$ cat config.mk
export PLATFORM = sky130hd
export DESIGN_NAME = phy_rx_link_ctrl_flat
export DESIGN_NICKNAME = d
export VERILOG_FILES = /design/src/rtl/phy_rx_link_ctrl_if.sv /design/src/rtl/phy_rx_link_ctrl.sv /design/src/flat_wrapper.sv
export SDC_FILE = /design/constraint.sdc
export NUM_CORES = 1
export LEC_CHECK = 0
export BUFFER_PORTS_ARGS = -buffer_cell sky130_fd_sc_hd__buf_4
export CAP_MARGIN = 5
export CORE_MARGIN = 2
export CORE_UTILIZATION = 55
export CTS_CLUSTER_SIZE = 10
export DETAILED_ROUTE_END_ITERATION = 8
export HOLD_SLACK_MARGIN = 0.03
export PLACE_DENSITY = 0.86
export SYNTH_ARGS = -nofsm -noshare
export SYNTH_HDL_FRONTEND = slang
export SYNTH_SLANG_ARGS = --single-unit
$ cat constraint.sdc
create_clock -name clk_f -period 5.55 [get_ports clk_f]
set_clock_uncertainty 0.1 [all_clocks]
set_input_delay 1.11 -clock clk_f [delete_from_list [all_inputs] [get_ports clk_f]]
set_output_delay 1.11 -clock clk_f [all_outputs]
set_load 0.02 [all_outputs]
$ cat src/rtl/phy_rx_link_ctrl_if.sv
`default_nettype none
// ============================================================================
//  Module   : phy_rx_link_ctrl_if
//  Purpose  : Lane status in / link status out bundle for the RX link control
//  Revision : 1.0  initial release
// ============================================================================
interface phy_rx_link_ctrl_if;
  logic       en;
  logic       active0;
  logic       active1;
  logic       valid_in0;
  logic       valid_in1;
  logic       unstripe_en;
  logic       link_up;
  logic [2:0] state;
  logic       lead_lane;
  logic [1:0] skew_cnt;
  logic       err_timeout;
  logic       err_skew;
  logic [3:0] retrain_cnt;

  // master: the PHY-side source of lane status; slave: the link controller
  modport master (
    output en, active0, active1, valid_in0, valid_in1,
    input  unstripe_en, link_up, state, lead_lane, skew_cnt,
           err_timeout, err_skew, retrain_cnt
  );

  modport slave (
    input  en, active0, active1, valid_in0, valid_in1,
    output unstripe_en, link_up, state, lead_lane, skew_cnt,
           err_timeout, err_skew, retrain_cnt
  );
endinterface
`default_nettype wire

$ cat src/rtl/phy_rx_link_ctrl.sv
`default_nettype none
// ============================================================================
//  Module   : phy_rx_link_ctrl
//  Purpose  : Two-lane RX link training, deskew measurement and retrain FSM
//  Revision : 1.0  initial release
// ============================================================================
module phy_rx_link_ctrl #(
  parameter int SYNC_TIMEOUT   = 64,
  parameter int MAX_SKEW       = 3,
  parameter int MISMATCH_LIMIT = 4,
  parameter int RETRY_WAIT     = 4
) (
  input  wire logic          clk_f,
  input  wire logic          reset,
  phy_rx_link_ctrl_if.slave  bus
);

  localparam int c_tmr_max = (SYNC_TIMEOUT > RETRY_WAIT) ? SYNC_TIMEOUT : RETRY_WAIT;
  localparam int c_tmr_w   = $clog2(c_tmr_max) + 1;
  localparam int c_skw_w   = $clog2(MAX_SKEW + 2);
  localparam int c_mm_w    = $clog2(MISMATCH_LIMIT) + 1;

  typedef enum logic [2:0] {
    ST_IDLE      = 3'd0,
    ST_WAIT_SYNC = 3'd1,
    ST_DESKEW    = 3'd2,
    ST_LINK_UP   = 3'd3,
    ST_ERROR     = 3'd4
  } state_t;

  state_t               state_q, state_d;
  logic [c_tmr_w-1:0]   timer_q, timer_d;
  logic [c_skw_w-1:0]   skew_q, skew_d;
  logic [c_mm_w-1:0]    mm_q, mm_d;
  logic [1:0]           skew_cnt_q, skew_cnt_d;
  logic                 lead_q, lead_d;
  logic                 err_to_q, err_to_d;
  logic                 err_sk_q, err_sk_d;
  logic [3:0]           retrain_q, retrain_d;
  logic                 link_up_q, link_up_d;
  logic                 unstripe_q, unstripe_d;

  logic                 lag_active;
  logic                 lead_active;
  logic [3:0]           retrain_inc;

  assign lag_active  = lead_q ? bus.active0 : bus.active1;
  assign lead_active = lead_q ? bus.active1 : bus.active0;
  assign retrain_inc = (retrain_q == 4'hF) ? retrain_q : retrain_q + 4'd1;

  always_comb begin
    state_d    = state_q;
    timer_d    = timer_q;
    skew_d     = skew_q;
    mm_d       = mm_q;
    skew_cnt_d = skew_cnt_q;
    lead_d     = lead_q;
    err_to_d   = err_to_q;
    err_sk_d   = err_sk_q;
    retrain_d  = retrain_q;

    // Dropping enable parks the link from any state; flags and counters persist.
    if (!bus.en) begin
      state_d = ST_IDLE;
      timer_d = '0;
    end else begin
      case (state_q)
        ST_IDLE: begin
          state_d = ST_WAIT_SYNC;
          timer_d = '0;
        end

        ST_WAIT_SYNC: begin
          timer_d = timer_q + c_tmr_w'(1);
          if (bus.active0 && bus.active1) begin
            state_d    = ST_LINK_UP;
            skew_cnt_d = 2'd0;
            lead_d     = 1'b0;
            mm_d       = '0;
          end else if (bus.active0 ^ bus.active1) begin
            state_d = ST_DESKEW;
            lead_d  = bus.active1;
            skew_d  = c_skw_w'(1);
          end else if (timer_q == c_tmr_w'(SYNC_TIMEOUT - 1)) begin
            state_d  = ST_ERROR;
            err_to_d = 1'b1;
            timer_d  = '0;
          end
        end

        ST_DESKEW: begin
          if (lag_active) begin
            state_d    = ST_LINK_UP;
            skew_cnt_d = 2'(skew_q);
            mm_d       = '0;
          end else if (!lead_active) begin
            state_d = ST_WAIT_SYNC;
            timer_d = '0;
          end else if (skew_q == c_skw_w'(MAX_SKEW)) begin
            state_d  = ST_ERROR;
            err_sk_d = 1'b1;
            timer_d  = '0;
          end else begin
            skew_d = skew_q + c_skw_w'(1);
          end
        end

        ST_LINK_UP: begin
          // Sync loss is checked before the lane-valid mismatch tracker.
          if (!bus.active0 || !bus.active1) begin
            state_d   = ST_WAIT_SYNC;
            timer_d   = '0;
            retrain_d = retrain_inc;
          end else if (bus.valid_in0 != bus.valid_in1) begin
            if (mm_q == c_mm_w'(MISMATCH_LIMIT - 1)) begin
              state_d  = ST_ERROR;
              err_sk_d = 1'b1;
              timer_d  = '0;
              mm_d     = '0;
            end else begin
              mm_d = mm_q + c_mm_w'(1);
            end
          end else begin
            mm_d = '0;
          end
        end

        ST_ERROR: begin
          if (timer_q == c_tmr_w'(RETRY_WAIT - 1)) begin
            state_d   = ST_WAIT_SYNC;
            timer_d   = '0;
            retrain_d = retrain_inc;
          end else begin
            timer_d = timer_q + c_tmr_w'(1);
          end
        end

        default: begin
          state_d = ST_IDLE;
          timer_d = '0;
        end
      endcase
    end

    link_up_d  = (state_d == ST_LINK_UP);
    unstripe_d = (state_d == ST_LINK_UP);
  end

  always_ff @(posedge clk_f) begin
    if (!reset) begin
      state_q    <= ST_IDLE;
      timer_q    <= '0;
      skew_q     <= '0;
      mm_q       <= '0;
      skew_cnt_q <= 2'd0;
      lead_q     <= 1'b0;
      err_to_q   <= 1'b0;
      err_sk_q   <= 1'b0;
      retrain_q  <= 4'd0;
      link_up_q  <= 1'b0;
      unstripe_q <= 1'b0;
    end else begin
      state_q    <= state_d;
      timer_q    <= timer_d;
      skew_q     <= skew_d;
      mm_q       <= mm_d;
      skew_cnt_q <= skew_cnt_d;
      lead_q     <= lead_d;
      err_to_q   <= err_to_d;
      err_sk_q   <= err_sk_d;
      retrain_q  <= retrain_d;
      link_up_q  <= link_up_d;
      unstripe_q <= unstripe_d;
    end
  end

  assign bus.state       = state_q;
  assign bus.link_up     = link_up_q;
  assign bus.unstripe_en = unstripe_q;
  assign bus.lead_lane   = lead_q;
  assign bus.skew_cnt    = skew_cnt_q;
  assign bus.err_timeout = err_to_q;
  assign bus.err_skew    = err_sk_q;
  assign bus.retrain_cnt = retrain_q;

endmodule
`default_nettype wire

$ cat src/flat_wrapper.sv
// flat-port wrapper written by rule: the top's interface ports become plain ports
module phy_rx_link_ctrl_flat 
#(
  parameter int SYNC_TIMEOUT   = 64,
  parameter int MAX_SKEW       = 3,
  parameter int MISMATCH_LIMIT = 4,
  parameter int RETRY_WAIT     = 4
)
  (clk_f, reset, bus_en, bus_active0, bus_active1, bus_valid_in0, bus_valid_in1, bus_unstripe_en, bus_link_up, bus_state, bus_lead_lane, bus_skew_cnt, bus_err_timeout, bus_err_skew, bus_retrain_cnt);
  phy_rx_link_ctrl_if bus_i ();
  input  wire logic clk_f;
  input  wire logic reset;
  input wire logic [$bits(bus_i.en)-1:0] bus_en;
  input wire logic [$bits(bus_i.active0)-1:0] bus_active0;
  input wire logic [$bits(bus_i.active1)-1:0] bus_active1;
  input wire logic [$bits(bus_i.valid_in0)-1:0] bus_valid_in0;
  input wire logic [$bits(bus_i.valid_in1)-1:0] bus_valid_in1;
  output wire logic [$bits(bus_i.unstripe_en)-1:0] bus_unstripe_en;
  output wire logic [$bits(bus_i.link_up)-1:0] bus_link_up;
  output wire logic [$bits(bus_i.state)-1:0] bus_state;
  output wire logic [$bits(bus_i.lead_lane)-1:0] bus_lead_lane;
  output wire logic [$bits(bus_i.skew_cnt)-1:0] bus_skew_cnt;
  output wire logic [$bits(bus_i.err_timeout)-1:0] bus_err_timeout;
  output wire logic [$bits(bus_i.err_skew)-1:0] bus_err_skew;
  output wire logic [$bits(bus_i.retrain_cnt)-1:0] bus_retrain_cnt;
  assign bus_i.en = bus_en;
  assign bus_i.active0 = bus_active0;
  assign bus_i.active1 = bus_active1;
  assign bus_i.valid_in0 = bus_valid_in0;
  assign bus_i.valid_in1 = bus_valid_in1;
  assign bus_unstripe_en = bus_i.unstripe_en;
  assign bus_link_up = bus_i.link_up;
  assign bus_state = bus_i.state;
  assign bus_lead_lane = bus_i.lead_lane;
  assign bus_skew_cnt = bus_i.skew_cnt;
  assign bus_err_timeout = bus_i.err_timeout;
  assign bus_err_skew = bus_i.err_skew;
  assign bus_retrain_cnt = bus_i.retrain_cnt;
  phy_rx_link_ctrl #(.SYNC_TIMEOUT(SYNC_TIMEOUT), .MAX_SKEW(MAX_SKEW), .MISMATCH_LIMIT(MISMATCH_LIMIT), .RETRY_WAIT(RETRY_WAIT)) u_core (.clk_f(clk_f), .reset(reset), .bus(bus_i));
endmodule
==> run_results.csv, run 1 <==
group,metric,value,unit
drt,drtPass1Iterations,4,
global_routing,grt_overflow,0,
pwr,power_density,177,nW/µm²
cts,cts.clk_slew.worst_paths,0.14,ns
global_routing,grt.total_usage,22.9,%
logic_synthesis,yosys_warnings,0,
timing,post-route-period-util,46.1,%
logic_synthesis,synth_fa_ha_area_share,5.94,%
critical_path,cp-end-kind,"flip-flop",
die,ios,21,
timing,tightest_slew,0.711,ns
finish,area_delta_synth_final,10.5,%
cts,cts_tree,"done",
pwr,ir_drop,0.0000974,V
die,core.rowCount,20,
logic_synthesis,synth_top_area_share,30.9,%
cts,clk_path_buf_depth,2,
cts,ctsResizeCount,0,
timing,setup_viol,0,
logic_synthesis,muxShareOfSynthArea,2.38,%
finish,drive_gt1_share,19.1,%
timing,period_needed,2.56,ns
cts,worstSkewPairLatency,0.34,ns
drt,vias_per_cell,6.35,
cts,clock_sinks,26,
finish,final_util,62.5,%
cts,holdBufCountCts,0,
drt,antenna_left,0,
timing,fmax,391,MHz
logic_synthesis,async_reset_ff_share,0,%
global_routing,grt_max_degree,15,
die,fp.dieH,59.3,µm
logic_synthesis,synth-edff-count,0,
global_routing,grt_antenna_before_repair,0,
cts,cts_max_level,1,
finish,fill_cells,265,
logic_synthesis,ys.flop_type,"dfxtp_1",
logic_synthesis,synth_compound_area_share,28.6,%
logic_synthesis,syn-num-nets,208,
timing,slew_headroom,52.2,%
timing,setup_tns,0,ns
die,design.die.area,3520,µm²
die,initial_core_util,56.6,%
logic_synthesis,synth_simple_gate_area_share,25.4,%
logic_synthesis,yosys.area.top_type,"dfxtp_1",
drt,vias,1537,
logic_synthesis,ys_ff_latch,26,
critical_path,worstSetupPathType,"input port to flip-flop",
logic_synthesis,netlist_top_cells_area,"dfxtp_1, ha_1, a21oi_1",
critical_path,crit_fanout,10,
critical_path,worstPathArrival,2.74,ns
drt,first_iter_violations,65,
logic_synthesis,yosysUniqueCellTypes,61,
job,maxCapViolCount,0,
logic_synthesis,seq_area_frac_synth,30.9,%
logic_synthesis,synth_area,1680,µm²
logic_synthesis,synth_cells,193,
placement,port_buffers,20,
timing,grt_setup_unrepaired,"no",
global_routing,first_global_vias,1381,
critical_path,critPathRequiredTime,5.73,ns
global_routing,grt_pass1_wl,6.18,mm
finish,num_antenna_cells,0,
logic_synthesis,synth_top_family_by_area,"compound AO/OA/AOI/OAI gates",
drt,route.detailed.drc,0,
min_path,hp-class,"flip-flop to flip-flop",
placement,place.gp.congestion,0.863,
logic_synthesis,synth_xor_area_share,1.04,%
critical_path,cp-start-kind,"input port",
die,chipWidth,59.3,µm
cts,cts-root-buf,"clkbuf_4",
timing,drv_slew,0,
outcome,status,"finished, final reports clean",
timing,final_hold_viol_count,0,
pwr,power.leakage,0.657,nW
logic_synthesis,syn_area_per_cell,8.73,µm²
die,core-area,2980,µm²
pwr,total_power,0.329,mW
cts,cts_inserted_buffers,3,
timing,whs,0.356,ns
drt,routedWlPerCell,15.0,µm
drt,wirelength,3.63,mm
placement,dp_hpwl,2.62,mm
finish,nets,225,
cts,post_cts_buffers,0,
worst max-delay path: stages:
cell,delay (ns)
buf_4,0.14
ha_1,0.31
and4bb_2,0.38
o211ai_2,0.15
or4_1,0.49
a21oi_1,0.15
state kept, by name (all words and copies together) (netlist names):
register,count
u_core.timer_q,7
u_core.bus.state,3
u_core.bus.skew_cnt,2
u_core.bus.retrain_cnt,4
u_core.skew_q,3
u_core.bus.link_up,1
u_core.bus.lead_lane,1
u_core.mm_q,3
u_core.bus.err_skew,1
u_core.bus.err_timeout,1
report_power, final:
part / total (mW) / switching (mW) / internal [mW]
Combinational: 0.0359 / 0.0225 / 0.0134
Clock: 0.102 / 0.0613 / 0.0403
Sequential: 0.191 / 0.00302 / 0.188
Total: 0.329 / 0.0868 / 0.242
metrics by stage:
step           area [µm²]  cells  setup slack (ns)
2_1_floorplan        1680    193              2.90
6_report             1860    242              2.99
4_1_cts              1860    242              3.01
3_3_place_gp         1820    238              2.69
3_5_place_dp         1820    238              2.65
5_1_grt              1860    242              2.91
kinds of logic (layout without fill, tap and decap cells):
family                   after synthesis  in the layout
adder cells (fa/ha/maj)                8              8
AO/OA/AOI/OAI                         69             69
flip-flops                            26             26
XOR/XNOR                               2              2
AND/OR/NAND/NOR                       64             64
buffers and inverters                 20             36
multiplexers                           4              4
layer usage:
layer	wire (µm)	global-route usage (%)	vias to the layer above
li1	-	-	763
met1	1620	29.8	718
met2	1750	37.7	50
met3	203	2.84	6
met4	55	10.4	0
met5	0	0	-
synth_stat cells, types with 3 or more instances:
master,n
o22ai_1,4
buf_4,3
mux2i_1,4
nor3_1,9
a211oi_1,3
nand4_1,4
nand3b_1,3
o21a_1,5
ha_1,8
o21ai_0,17
inv_1,11
nand3_1,6
nor2b_1,5
dfxtp_1,26
nand2_1,6
nor2_1,7
a21oi_1,18
final timing paths:
path / startpoint / endpoint / slack (ns) / depth (start not counted)
worst min register to register: u_core.mm_q[2] / u_core.mm_q[2] / 0.36 / 1
worst max register to register: u_core.bus.state[0] / u_core.bus.link_up / 3.42 / 4
worst max-delay path: bus_active1 / u_core.bus.retrain_cnt[3] / 2.99 / 6
worst min-delay path: u_core.mm_q[2] / u_core.mm_q[2] / 0.36 / 1
cells in the final DEF (no fill, tap or decap), types with 2 or more instances in the layout:
master | netlist | layout
o22ai_1 | 4 | 4
and2_2 | 2 | 2
nor3_1 | 9 | 9
a21oi_1 | 18 | 18
clkbuf_4 | 0 | 3
o31ai_1 | 2 | 2
nand2b_1 | 2 | 2
nand3_1 | 6 | 6
nand4b_1 | 2 | 2
o31a_1 | 2 | 2
ha_1 | 8 | 8
or4_1 | 2 | 2
nand2_1 | 6 | 6
o21ai_0 | 17 | 17
a211oi_1 | 3 | 3
inv_1 | 11 | 11
nand3b_1 | 3 | 3
o21a_1 | 5 | 5
mux2i_1 | 4 | 4
dfxtp_1 | 26 | 26
buf_4 | 3 | 20
nand4_1 | 4 | 4
nor2b_1 | 5 | 5
nor2_1 | 7 | 7
a31oi_1 | 2 | 2
o211ai_1 | 2 | 2
area by class of cell:
type	instances	area [µm²]	share of cell area, %
Multi-Input combinational cell	147	1070	57.4
Inverter	12	45.0	2.42
Clock buffer	4	36.3	1.95
Timing Repair Buffer	20	150	8.07
Tap cell	33	41.3	2.22
Sequential cell	26	520	28.0
Note: power is estimated with default switching activity, not from simulation.
==> run 2: changes to the inputs <==
Settings changed: CORE_UTILIZATION 55 to 52.
Clock period 5.55 ns to 2.2 ns, I/O delays scaled along.
==> run_results.csv, run 2 (synthesis results as in run 1) <==
group,metric,value,unit
die,core.rowCount,20,
finish,top_register,"u_core.timer_q",
drt,vias_per_cell,5.92,
die,fp.dieH,60.9,µm
placement,dp_hpwl,2.80,mm
critical_path,worstPathArrival,2.16,ns
drt,route.detailed.drc,0,
drt,wirelength,3.62,mm
drt,first_iter_violations,36,
placement,port_buffers,20,
die,initial_core_util,54.7,%
cts,ctsResizeCount,0,
finish,final_area,1930,µm²
cts,clock_sinks,26,
drt,antenna_left,0,
timing,drv_slew,0,
die,core-area,3080,µm²
cts,cts_inserted_buffers,3,
critical_path,cp-start-kind,"flip-flop",
timing,post-route-period-util,91.6,%
finish,nets,232,
cts,cts-root-buf,"clkbuf_4",
timing,setup_tns,0,ns
cts,post_cts_buffers,0,
min_path,hp-class,"input port to flip-flop",
finish,drive_gt1_share,21.8,%
placement,placed_cell_area,1890,µm²
placement,place.gp.congestion,0.871,
finish,multi_input_area,1070,µm²
cts,cts_tree,"done",
outcome,status,"finished, final reports clean",
drt,drtPass1Iterations,4,
timing,setup_viol,0,
timing,slew_headroom,58.6,%
timing,final_hold_viol_count,0,
critical_path,worstSetupPathType,"flip-flop to flip-flop",
pwr,power_density,427,nW/µm²
global_routing,grt_overflow,0,
cts,worstSkewPairLatency,0.33,ns
finish,largest_reg_flops,7,
finish,fill_cells,279,
cts,cts_max_level,1,
die,design.die.area,3710,µm²
drt,vias,1539,
timing,fmax,496,MHz
finish,final_common_cell,"buf_4",
cts,cts.clk_slew.worst_paths,0.15,ns
timing,period_needed,2.02,ns
critical_path,cp-end-kind,"flip-flop",
finish,num_antenna_cells,0,
timing,grt_setup_unrepaired,"no",
global_routing,first_global_vias,1497,
critical_path,crit_fanout,8,
timing,tightest_slew,0.603,ns
global_routing,grt_max_degree,15,
finish,final_cell_mix,"buf_4, dfxtp_1, a21oi_1, o21ai_0, inv_1",
cts,clk_path_buf_depth,2,
global_routing,grt_antenna_before_repair,0,
cts,holdBufCountCts,0,
drt,routedWlPerCell,13.9,µm
finish,regArea,520,µm²
global_routing,grt_pass1_wl,6.22,mm
pwr,power.leakage,0.694,nW
die,ios,21,
global_routing,grt.total_usage,21.8,%
die,chipWidth,60.9,µm
pwr,ir_drop,0.000289,V
critical_path,critPathRequiredTime,2.35,ns
finish,area_delta_synth_final,14.4,%
job,maxCapViolCount,0,
## run 2: stage by stage
step	power (mW)	utilization [%]	worst slack (ns)	std cells	hold slack, ns
3_3_place_gp	0.585	61.4	0.0981	256	0.340
3_5_place_dp	0.587	61.4	0.0618	256	0.340
2_1_floorplan	0.555	-	0.222	193	0.328
6_report	0.822	62.6	0.184	260	0.288
4_1_cts	0.831	62.6	0.174	260	0.281
5_1_grt	0.860	62.6	0.0414	260	0.265
## run 2: path summary, 6_finish.rpt
| check | start | to | slack, ns | cells after the start |
|---|---|---|---|---|
| worst max-delay path | u_core.skew_q[0] | u_core.bus.link_up | 0.18 | 5 |
| worst min-delay path | reset | u_core.bus.err_skew | 0.29 | 2 |
| worst max register to register | u_core.skew_q[0] | u_core.bus.link_up | 0.18 | 5 |
| worst min register to register | u_core.mm_q[2] | u_core.mm_q[2] | 0.36 | 1 |
## run 2: layer usage
| layer | up-vias | part of all wire [%] | global-route usage (%) |
|---|---|---|---|
| li1 | 773 | - | - |
| met5 | - | 0 | 0 |
| met3 | 6 | 4.1 | 4.69 |
| met4 | 0 | 1.4 | 5.90 |
| met2 | 34 | 49 | 40.4 |
| met1 | 726 | 46 | 25.1 |
## run 2: layout make-up
cell class	instances	area share [%]
Multi-Input combinational cell	147	55.4
Timing Repair Buffer	27	10.5
Inverter	12	2.34
Tap cell	44	2.86
Clock buffer	4	1.88
Sequential cell	26	27.0
## run 2: power by group
| group | internal [mW] | total, mW | switching, mW |
|---|---|---|---|
| clock | 0.101 | 0.245 | 0.143 |
| sequential | 0.474 | 0.478 | 0.00349 |
| combinational | 0.0389 | 0.0998 | 0.0610 |
## run 2: critical path: stages (launching register included)
cell	delay, ns
dfxtp_1	0.37
ha_1	0.22
ha_1	0.25
a2111oi_4	0.51
nor3_1	0.18
nor4b_2	0.31
==> run 3: changes to the inputs <==
--- a/config.mk
+++ b/config.mk
@@ -14,4 +14,5 @@
 export HOLD_SLACK_MARGIN = 0.03
 export PLACE_DENSITY = 0.86
+export RECOVER_POWER = 100
 export SYNTH_ARGS = -nofsm -noshare
 export SYNTH_HDL_FRONTEND = slang
==> constraint.sdc (replaced) <==
create_clock -name clk_f -period 2.2 [get_ports clk_f]
set_clock_uncertainty 0.1 [all_clocks]
set_input_delay 0.22 -clock clk_f [delete_from_list [all_inputs] [get_ports clk_f]]
set_output_delay 0.22 -clock clk_f [all_outputs]
set_load 0.02 [all_outputs]
==> run_results.csv, run 3 (synthesis results as in run 1) <==
group,metric,value,unit
timing,setup_tns,0,ns
pwr,power.leakage,0.620,nW
timing,tightest_slew,0.548,ns
cts,cts-root-buf,"clkbuf_4",
critical_path,worstPathArrival,2.17,ns
cts,cts.clk_slew.worst_paths,0.14,ns
cts,ctsResizeCount,0,
finish,num_antenna_cells,0,
global_routing,grt_overflow,0,
timing,drv_slew,0,
critical_path,ff2ff_setup_slack,0.19,ns
placement,place_inst,254,
timing,slew_headroom,62.4,%
critical_path,r2r_cells,4,
timing,fmax,498,MHz
timing,final_hold_viol_count,0,
placement,port_buffers,20,
finish,top_register,"u_core.timer_q",
pwr,power_density,443,nW/µm²
drt,vias_per_cell,5.93,
drt,met1_length,1.68,mm
cts,cts_inserted_buffers,3,
critical_path,reg2reg_from,"u_core.bus.state[2]",
drt,routed.top_layer,"met4",
critical_path,cp-start-kind,"flip-flop",
finish,largest_reg_flops,7,
finish,drive_gt1_share,13.6,%
die,core.rowCount,20,
placement,place.gp.congestion,0.860,
outcome,status,"finished, final reports clean",
die,fp.dieH,60.9,µm
die,design.die.area,3710,µm²
pwr,p_seq_share,58.6,%
finish,final_cells,258,
critical_path,cp-startpoint,"u_core.bus.state[2]",
critical_path,r2r-end,"u_core.bus.retrain_cnt[3]",
cts,clock_sinks,26,
timing,post-route-period-util,91.2,%
drt,wirelength,3.55,mm
critical_path,critPathRequiredTime,2.36,ns
cts,cts_max_level,1,
cts,post_cts_buffers,0,
min_path,hp-class,"input port to flip-flop",
pwr,p_comb_share,11.4,%
timing,setup_viol,0,
drt,wl_met3,140,µm
finish,nets,230,
drt,met2WireLength,1.71,mm
cts,worstSkewPairLatency,0.32,ns
finish,final_common_cell,"dfxtp_1",
global_routing,grt_max_degree,15,
global_routing,grt.total_usage,21.2,%
min_path,min_from,"reset",
placement,dp_hpwl,2.73,mm
cts,cts_tree,"done",
critical_path,crit_fanout,12,
job,maxCapViolCount,0,
pwr,pwr-share-clk,30.1,%
cts,holdBufCountCts,0,
drt,vias,1530,
drt,routedWlPerCell,13.8,µm
timing,period_needed,2.01,ns
pwr,p_int,0.610,mW
pwr,ir_drop,0.000261,V
critical_path,worstSetupPathType,"flip-flop to flip-flop",
drt,drtPass1Iterations,4,
die,core-area,3080,µm²
drt,route.detailed.drc,0,
global_routing,first_global_vias,1402,
critical_path,cp-end-kind,"flip-flop",
global_routing,grt_pass1_wl,6.09,mm
die,initial_core_util,54.7,%
drt,first_iter_violations,73,
drt,antenna_left,0,
pwr,swShare,25.5,%
finish,area_delta_synth_final,9.81,%
pwr,switchingPower,0.208,mW
die,chipWidth,60.9,µm
finish,final_cell_mix,"dfxtp_1, a21oi_1, o21ai_0, clkbuf_1",
critical_path,crit_path_end,"u_core.bus.retrain_cnt[3]",
cts,clk_path_buf_depth,2,
die,ios,21,
global_routing,grt_antenna_before_repair,0,
timing,grt_setup_unrepaired,"no",
run 3: cell types whose count changed in the layout (fill, tap and decap cells not counted):
cell	change
o211ai_2	-1
o211ai_1	+1
nor3b_2	-1
buf_4	-16
nor3b_1	+1
clkbuf_1	+14
run 3: metrics by stage:
stage / hold WS [ns] / util (%) / cell area, µm² / total power, mW / setup WS, ns
final: 0.0719 / 60.1 / 1850 / 0.819 / 0.193
after global routing: 0.0579 / 60.1 / 1850 / 0.857 / 0.0722
after CTS: 0.0605 / 62.1 / 1910 / 0.828 / 0.276
after detailed placement: 0.340 / 60.9 / 1880 / 0.584 / 0.300
after global placement: 0.338 / 60.9 / 1880 / 0.582 / 0.327
after floorplan: 0.328 / - / 1680 / 0.555 / 0.386
run 3: layer usage:
metal | up-vias | global-route usage [%]
met5 | - | 0
met4 | 0 | 6.21
met3 | 4 | 1.92
met2 | 40 | 35.8
met1 | 713 | 28.9
li1 | 773 | -
run 3: cell type report:
cell class	count	area, µm²
clock buffer	4	36.3
fill	299	1230
inverter	12	45.0
multi-input combinational	147	1060
sequential	26	520
tap	44	55.1
timing repair buffer	25	135
run 3: worst min-delay path by stage:
stage,endpoint,cells past startpoint,slack [ns]
2_1_floorplan,u_core.mm_q[2],1,0.33
3_3_place_gp,u_core.mm_q[2],1,0.34
3_5_place_dp,u_core.mm_q[2],1,0.34
4_1_cts,u_core.bus.err_skew,2,0.06
5_1_grt,u_core.bus.err_skew,2,0.06
6_report,u_core.bus.err_skew,2,0.07
run 3: worst max-delay path, cell delays in order (launching register included):
cell	delay (ns)
dfxtp_1	0.63
nor3b_1	0.30
o211ai_1	0.25
or4_1	0.52
a21oi_1	0.15
run 3: power by group through the flow:
stage | clock, mW | sequential (mW) | combinational, mW
3_3_place_gp | 0 | 0.490 | 0.0926
6_report | 0.246 | 0.480 | 0.0930
3_5_place_dp | 0 | 0.490 | 0.0940
5_1_grt | 0.274 | 0.481 | 0.102
4_1_cts | 0.254 | 0.480 | 0.0942
2_1_floorplan | 0 | 0.489 | 0.0651
